===== config.mk =====
export PLATFORM = sky130hd
export DESIGN_NAME = mem_arbiter
export DESIGN_NICKNAME = d
export VERILOG_FILES = /design/src/rtl/mem_arbiter.sv
export SDC_FILE = /design/constraint.sdc
export NUM_CORES = 1
export LEC_CHECK = 0
export CAP_MARGIN = 20
export CORE_ASPECT_RATIO = 0.9
export CORE_MARGIN = 1
export CORE_UTILIZATION = 35
export CTS_BUF_LIST = sky130_fd_sc_hd__clkbuf_4
export CTS_CLUSTER_SIZE = 12
export DETAILED_ROUTE_END_ITERATION = 8
export GPL_ROUTABILITY_DRIVEN = 0
export HOLD_SLACK_MARGIN = 0.1
export PLACE_DENSITY = 0.89
export SYNTH_ARGS = -nofsm -noshare
export SYNTH_HDL_FRONTEND = slang
export SYNTH_SLANG_ARGS = --single-unit

===== constraint.sdc =====
create_clock -name CLK -period 4.8 [get_ports CLK]
set_input_delay 0.72 -clock CLK [delete_from_list [all_inputs] [get_ports CLK]]
set_output_delay 0.72 -clock CLK [all_outputs]
set_load 0.03 [all_outputs]

===== src/rtl/mem_arbiter.sv =====
// Arbitrates instruction-fetch and data requests onto one single-ported RAM.
// Data has priority; a burst counter forces a fetch grant after a bounded data run.
module mem_arbiter #(
  parameter int unsigned ADDR_W         = 32,
  parameter int unsigned DATA_W         = 32,
  parameter int unsigned DATA_BURST_MAX = 4
) (
  input  logic              CLK,
  input  logic              nRST,
  input  logic              halt,
  input  logic              iREN,
  input  logic [ADDR_W-1:0] iaddr,
  output logic              ihit,
  output logic [DATA_W-1:0] iload,
  input  logic              dREN,
  input  logic              dWEN,
  input  logic [ADDR_W-1:0] daddr,
  input  logic [DATA_W-1:0] dstore,
  output logic              dhit,
  output logic [DATA_W-1:0] dload,
  output logic              ram_req,
  output logic              ram_wen,
  output logic [ADDR_W-1:0] ram_addr,
  output logic [DATA_W-1:0] ram_wdata,
  input  logic              ram_ack,
  input  logic [DATA_W-1:0] ram_rdata
);

  localparam int unsigned CNT_W = (DATA_BURST_MAX < 1) ? 1 : $clog2(DATA_BURST_MAX + 1);

  typedef enum logic [1:0] {
    IDLE = 2'd0,
    IBUS = 2'd1,
    DBUS = 2'd2
  } state_e;

  state_e            state_q, state_d;
  logic [CNT_W-1:0]  dcount_q, dcount_d;
  logic              wen_q, wen_d;
  logic [ADDR_W-1:0] addr_q, addr_d;
  logic [DATA_W-1:0] wdata_q, wdata_d;

  logic dreq;
  logic ireq;
  logic dcount_full;

  assign dreq        = dREN | dWEN;
  assign ireq        = iREN & ~halt;
  assign dcount_full = (dcount_q == CNT_W'(DATA_BURST_MAX));

  // State and latched RAM command registers
  always_ff @(posedge CLK or negedge nRST) begin
    if (!nRST) begin
      state_q  <= IDLE;
      dcount_q <= '0;
      wen_q    <= 1'b0;
      addr_q   <= '0;
      wdata_q  <= '0;
    end else begin
      state_q  <= state_d;
      dcount_q <= dcount_d;
      wen_q    <= wen_d;
      addr_q   <= addr_d;
      wdata_q  <= wdata_d;
    end
  end

  // Grant decision in IDLE; bus states wait for the RAM ack
  always_comb begin
    state_d  = state_q;
    dcount_d = dcount_q;
    wen_d    = wen_q;
    addr_d   = addr_q;
    wdata_d  = wdata_q;
    case (state_q)
      IDLE: begin
        if (dreq && !(ireq && dcount_full)) begin
          state_d = DBUS;
          addr_d  = daddr;
          wdata_d = dstore;
          wen_d   = dWEN;
        end else if (ireq) begin
          state_d  = IBUS;
          addr_d   = iaddr;
          wen_d    = 1'b0;
          dcount_d = '0;
        end
      end
      IBUS: begin
        if (ram_ack) state_d = IDLE;
      end
      DBUS: begin
        if (ram_ack) begin
          state_d = IDLE;
          // Count data grants that made a waiting fetch stand aside
          if (ireq) dcount_d = dcount_full ? dcount_q : dcount_q + CNT_W'(1);
          else      dcount_d = '0;
        end
      end
      default: state_d = IDLE;
    endcase
  end

  assign ram_req   = (state_q != IDLE);
  assign ram_wen   = wen_q;
  assign ram_addr  = addr_q;
  assign ram_wdata = wdata_q;

  assign ihit  = (state_q == IBUS) & ram_ack;
  assign dhit  = (state_q == DBUS) & ram_ack;
  assign iload = ram_rdata;
  assign dload = ram_rdata;

endmodule


==> impl_metrics.py, run 1 <==
metrics = {
    "drt": {
        "wl_mm": 8.69,
        "via_count": 2621,
        "viasPerCell": 4.66,
        "route.detailed.drc": 18,
        "drtIter0Drc": 130,
        "ant_nets": 0,
        "wl_per_cell_um": 15.5,
        "first_pass_iters": 7,
    },
    "sta": {
        "max_freq_mhz": 350,
        "setup_viol": 0,
        "hold_violations": 0,
        "rsz0062_at_grt": "no",
        "worstMarginPinSlew_ns": 1.01,
        "fin_crit_sh_pct": 59.4,
        "fin_crit_ns": 2.85,
        "max-slew-margin-rel_pct": 32.7,
        "final-max-slew-violation-count": 0,
        "fin_skew_ns": 0.0172,
        "setup_tns_ns": 0,
    },
    "global_routing": {
        "grt_pass1_wl_mm": 13.2,
        "grt_pass1_vias": 2643,
        "track_usage_pct": 15.3,
        "overflow": 0,
        "grt_max_degree": 71,
        "antenna_found_initial": 0,
    },
    "logic_synthesis": {
        "synth_warnings": 0,
        "synthArstFlopShare_pct": 100,
        "synth_ff_type": "dfrtp_1",
        "yosysSeqAreaShare_pct": 46.2,
        "syn_area_per_cell_um2": 11.7,
        "syn_inst": 325,
        "synth-edff-count": 0,
        "synth.net_count": 465,
        "synth.distinct_cells": 32,
        "ys_ff_latch": 70,
        "netlist_area_mm2": 0.00379,
    },
    "power_and_ir_drop": {
        "power_leakage_nw": 2.21,
        "peakVddDrop_mv": 0.256,
        "power.density_mw_per_mm2": 663,
    },
    "outcome": {
        "violations": "DRC",
        "status": "finished, violations left",
    },
    "critical_path": {
        "critPathKind": "in2out",
        "worstPathArrival_ns": 2.13,
        "reg2reg_depth": 6,
        "crit_path_start_kind": "input pin",
        "cp_max_fo": 5,
        "required_ns": 4.08,
        "endpoint_kind": "output port",
        "r2r-start": "dcount_q[0]",
        "timing.rr.end": "ram_wdata[27]",
        "rrSetupSlack_ns": 2.73,
    },
    "cts": {
        "numCtsBuffers": 9,
        "clock_sinks": 70,
        "cts_buffer_depth": 2,
        "cts.clk_slew.worst_paths_ns": 0.12,
        "post-cts-setup-buffer-count": 0,
        "cts_resized": 0,
        "cts_tree": "yes",
        "htreeDepth": 3,
        "ctsHoldBuffers": 0,
        "clk_latency_ns": 0.40,
        "root_buffer": "clkbuf_4",
    },
    "layout": {
        "nNetsFinal": 569,
        "layout_commonest_cell": "clkdlybuf4s50_1",
        "final_util_pct": 49.9,
        "diodes": 0,
        "syn2layout_area_growth_pct": 36.6,
        "final_cell_mix": "169 x clkdlybuf4s50_1, 70 x dfrtp_1, 37 x nand2_1, 32 x mux2i_1",
        "fill_cells": 952,
        "final_layout_size_suffix_gt1_share_pct": 12.9,
    },
    "floorplanning": {
        "die_h_um": 101,
        "start_util_pct": 36.5,
        "fp.dieArea_mm2": 0.0113,
        "rows": 35,
        "die_x_um": 112,
        "pin_count": 267,
        "core_area_mm2": 0.0104,
    },
    "placement": {
        "hpwlAfterDp_mm": 6.53,
        "port_buffers": 170,
    },
    "flow_run": {
        "maxCapViolCount": 0,
    },
    "hold_path": {
        "hold_class": "in2async",
    },
}
-- critical path, stage by stage --
cell	delay, ns
clkdlybuf4s50_1	0.49
and2_1	0.22
clkdlybuf4s50_1	0.70
-- layer usage --
layer / part of all wire (%) / GRT usage (%) / wire, um
met5: 0 / 0 / 0
met3: 10 / 5.23 / 885
met4: 1.7 / 8.00 / 144
met2: 50 / 26.0 / 4360
met1: 38 / 17.1 / 3290
-- power by group --
part / leakage, nW / total [mW] / switching (mW) / internal [mW]
Clock: 0.0678 / 0.365 / 0.210 / 0.155
Sequential: 0.844 / 1.04 / 0.163 / 0.880
Combinational: 1.30 / 2.03 / 1.09 / 0.936
-- Yosys cell counts, types with 2 or more instances --
| cell type | number | share of area [%] |
|---|---|---|
| o2bb2ai_1 | 3 | 0.69 |
| mux2_4 | 30 | 12 |
| a21oi_1 | 3 | 0.40 |
| nand2_1 | 37 | 3.7 |
| inv_1 | 6 | 0.59 |
| and2_1 | 2 | 0.33 |
| nor2b_1 | 2 | 0.33 |
| o211ai_1 | 2 | 0.40 |
| or3_1 | 2 | 0.33 |
| dfrtp_1 | 70 | 46 |
| o21ai_0 | 30 | 4.0 |
| buf_4 | 69 | 14 |
| mux2i_1 | 32 | 8.4 |
| clkbuf_1 | 2 | 0.20 |
| mux2_2 | 2 | 0.59 |
| buf_6 | 3 | 0.89 |
| ha_1 | 5 | 1.6 |
| nand3_1 | 5 | 0.66 |
| nand2_4 | 2 | 0.59 |
| buf_12 | 3 | 1.6 |
| o21ai_1 | 4 | 0.53 |
-- flip-flops by register name, summed over array words and instances, names as in the netlist --
name,flops
dcount_q,3
state_q,2
ram_wen,1
ram_wdata,32
ram_addr,32
-- layout make-up --
class | count | area, um^2 | share of cell area, %
Sequential cell | 70 | 1750 | 33.8
Timing Repair Buffer | 171 | 1710 | 33.0
Multi-Input combinational cell | 171 | 1410 | 27.1
Tap cell | 129 | 161 | 3.12
Clock buffer | 9 | 67.6 | 1.30
Clock inverter | 6 | 63.8 | 1.23
Inverter | 6 | 22.5 | 0.435
-- through the flow --
stage | power [mW] | std cells | instance area [um^2] | hold slack, ns | setup slack, ns
floorplan | 2.45 | 325 | 3790 | 0.424 | 2.90
global placement | 3.03 | 547 | 5050 | 0.461 | 1.97
detailed placement | 3.09 | 547 | 5050 | 0.459 | 1.87
CTS | 3.49 | 562 | 5180 | 0.405 | 1.91
global route | 3.64 | 562 | 5180 | 0.447 | 1.81
finish | 3.43 | 562 | 5180 | 0.420 | 1.95
-- cells by family (layout without fill, tap and decap cells) --
family,Yosys count,after routing,synth area share (%)
flip-flops,70,70,46.2
AND/OR/NAND/NOR,58,58,7.82
multiplexers,64,64,20.9
AO/OA/AOI/OAI,44,44,6.37
adder cells (fa/ha/maj),5,5,1.65
buffers and inverters,84,192,17.1
-- worst max path at each step --
stage | from | to | slack (ns) | cells past startpoint
floorplan | ram_ack | dhit | 2.90 | 2
global route | state_q[0] | ram_req | 1.81 | 4
finish | ram_ack | dhit | 1.95 | 3
CTS | state_q[0] | dhit | 1.91 | 4
detailed placement | dWEN | ram_addr[16] | 1.87 | 5
global placement | ram_ack | dhit | 1.97 | 3
No activity file was read; power rests on OpenSTA's default activity.
==> inputs of run 2 (changes only) <==
==> constraint.sdc (replaced) <==
create_clock -name CLK -period 2.75 [get_ports CLK]
set_input_delay 0.4125 -clock CLK [delete_from_list [all_inputs] [get_ports CLK]]
set_output_delay 0.4125 -clock CLK [all_outputs]
set_load 0.03 [all_outputs]
==> run 2 against run 1 <==
Compared with the run above:
- the run still ends with DRC left
- highest routed layer unchanged
- critical endpoint unchanged
- utilization grew 0.63 points
- sequential cell count is the same
- critical path depth grew 1
- cell count grew 0.71%
- largest power group unchanged
- register-to-register slack lost 2.0 ns
- via count is essentially flat
- first-iteration DRC count shrank 22%
- die area is the same
- design area grew 1.3%
- clock power grew 100%
==> impl_metrics.py, run 2 (synthesis results as in run 1) <==
metrics = {
    "critical_path": {
        "critPathSlowestCell": "clkdlybuf4s50_1",
        "worstPathArrival_ns": 2.09,
        "path_cells": "inv_1 -> ha_1 -> and2_1 -> clkdlybuf4s50_1",
        "reg2reg_depth": 7,
        "r2r-start": "dcount_q[0]",
        "critPathKind": "reg2out",
        "crit_buf_inv": 2,
        "slowest_delay_ns": 0.71,
        "endpoint_kind": "output port",
        "cp_max_fo": 5,
        "crit_path_start_kind": "register",
        "critical_path.top_delay_family": "buffers and inverters",
        "required_ns": 2.34,
        "path_depth": 4,
        "timing.rr.end": "ram_wdata[27]",
        "rrSetupSlack_ns": 0.75,
    },
    "hold_path": {
        "hold_class": "in2async",
    },
    "floorplanning": {
        "pin_count": 267,
        "start_util_pct": 36.5,
        "rows": 35,
        "fp.dieArea_mm2": 0.0113,
        "die_x_um": 112,
        "die_h_um": 101,
        "core_area_mm2": 0.0104,
    },
    "sta": {
        "fin_crit_ns": 2.51,
        "setup_viol": 0,
        "max-slew-margin-rel_pct": 41.4,
        "fin_skew_ns": 0.0138,
        "max_freq_mhz": 399,
        "fin_crit_sh_pct": 91.1,
        "final-max-slew-violation-count": 0,
        "worstMarginPinSlew_ns": 0.879,
        "rsz0062_at_grt": "no",
        "hold_violations": 0,
        "worst_hold_slack_ns": 0.119,
        "setup_tns_ns": 0,
    },
    "placement": {
        "port_buffers": 170,
        "hpwlAfterDp_mm": 6.56,
    },
    "drt": {
        "first_pass_iters": 7,
        "drtIter0Drc": 101,
        "route.detailed.drc": 18,
        "via_count": 2622,
        "wl_per_cell_um": 15.2,
        "wl_mm": 8.60,
        "viasPerCell": 4.63,
        "ant_nets": 0,
    },
    "layout": {
        "final_cell_mix": "169 x clkdlybuf4s50_1, 70 x dfrtp_1, 37 x nand2_1, 32 x mux2i_1",
        "nNetsFinal": 572,
        "diodes": 0,
        "final_util_pct": 50.5,
        "final_layout_size_suffix_gt1_share_pct": 13.7,
        "syn2layout_area_growth_pct": 38.3,
        "fill_cells": 931,
        "layout_commonest_cell": "clkdlybuf4s50_1",
    },
    "power_and_ir_drop": {
        "power.density_mw_per_mm2": 1170,
        "peakVddDrop_mv": 0.482,
        "power_leakage_nw": 2.25,
    },
    "cts": {
        "root_buffer": "clkbuf_4",
        "htreeDepth": 3,
        "cts_tree": "yes",
        "cts.clk_slew.worst_paths_ns": 0.12,
        "clock_sinks": 70,
        "post-cts-setup-buffer-count": 0,
        "ctsHoldBuffers": 0,
        "cts_buffer_depth": 2,
        "cts_resized": 0,
        "clk_latency_ns": 0.39,
        "numCtsBuffers": 9,
    },
    "global_routing": {
        "antenna_found_initial": 0,
        "overflow": 0,
        "grt_max_degree": 71,
        "grt_pass1_wl_mm": 13.5,
        "grt_pass1_vias": 2664,
        "track_usage_pct": 15.6,
    },
    "outcome": {
        "violations": "DRC",
        "status": "finished, violations left",
    },
    "flow_run": {
        "maxCapViolCount": 0,
    },
}
[run 2: cell types whose count changed in the layout (fill, tap and decap cells not counted)]
cell | before | now
clkinvlp_4 | 2 | 1
bufinv_16 | 1 | 2
buf_12 | 0 | 1
buf_4 | 2 | 4
clkbuf_4 | 9 | 10
[run 2: worst max-delay path by stage]
stage,start,endpoint,slack (ns)
2_1_floorplan,state_q[0],dcount_q[2],1.05
5_1_grt,state_q[0],dhit,0.06
3_5_place_dp,dWEN,ram_wdata[27],0.50
6_report,state_q[0],dhit,0.24
4_1_cts,state_q[0],dhit,0.18
3_3_place_gp,ram_ack,dhit,0.54
[run 2: area by class of cell]
class / instances / area, um^2 / area share, %
tap: 129 / 161 / 3.08
clock inverter: 6 / 86.3 / 1.65
sequential: 70 / 1750 / 33.4
timing repair buffer: 174 / 1740 / 33.2
multi-input combinational: 171 / 1410 / 26.8
inverter: 6 / 22.5 / 0.429
clock buffer: 10 / 75.1 / 1.43
[run 2: metrics by stage]
stage	worst slack (ns)	power [mW]	cells	cell area (um^2)
after floorplan	1.05	4.27	325	3790
after global placement	0.539	5.35	550	5080
after detailed placement	0.500	5.46	550	5080
after CTS	0.182	6.24	566	5240
after global routing	0.0595	6.52	566	5240
final	0.244	6.15	566	5240
[run 2: metal layers]
layer,up-vias,global-route usage [%],share of wire (%)
met2,156,26.4,50
met5,-,0,0
met1,1213,18.0,38
met3,9,5.17,10
li1,1244,-,-
met4,0,6.76,1.3
[run 2: where the power goes]
part           switching, mW  internal [mW]  leakage, nW
logic                   1.90           1.67         1.32
registers              0.296           1.54        0.844
clock network          0.369          0.378       0.0864
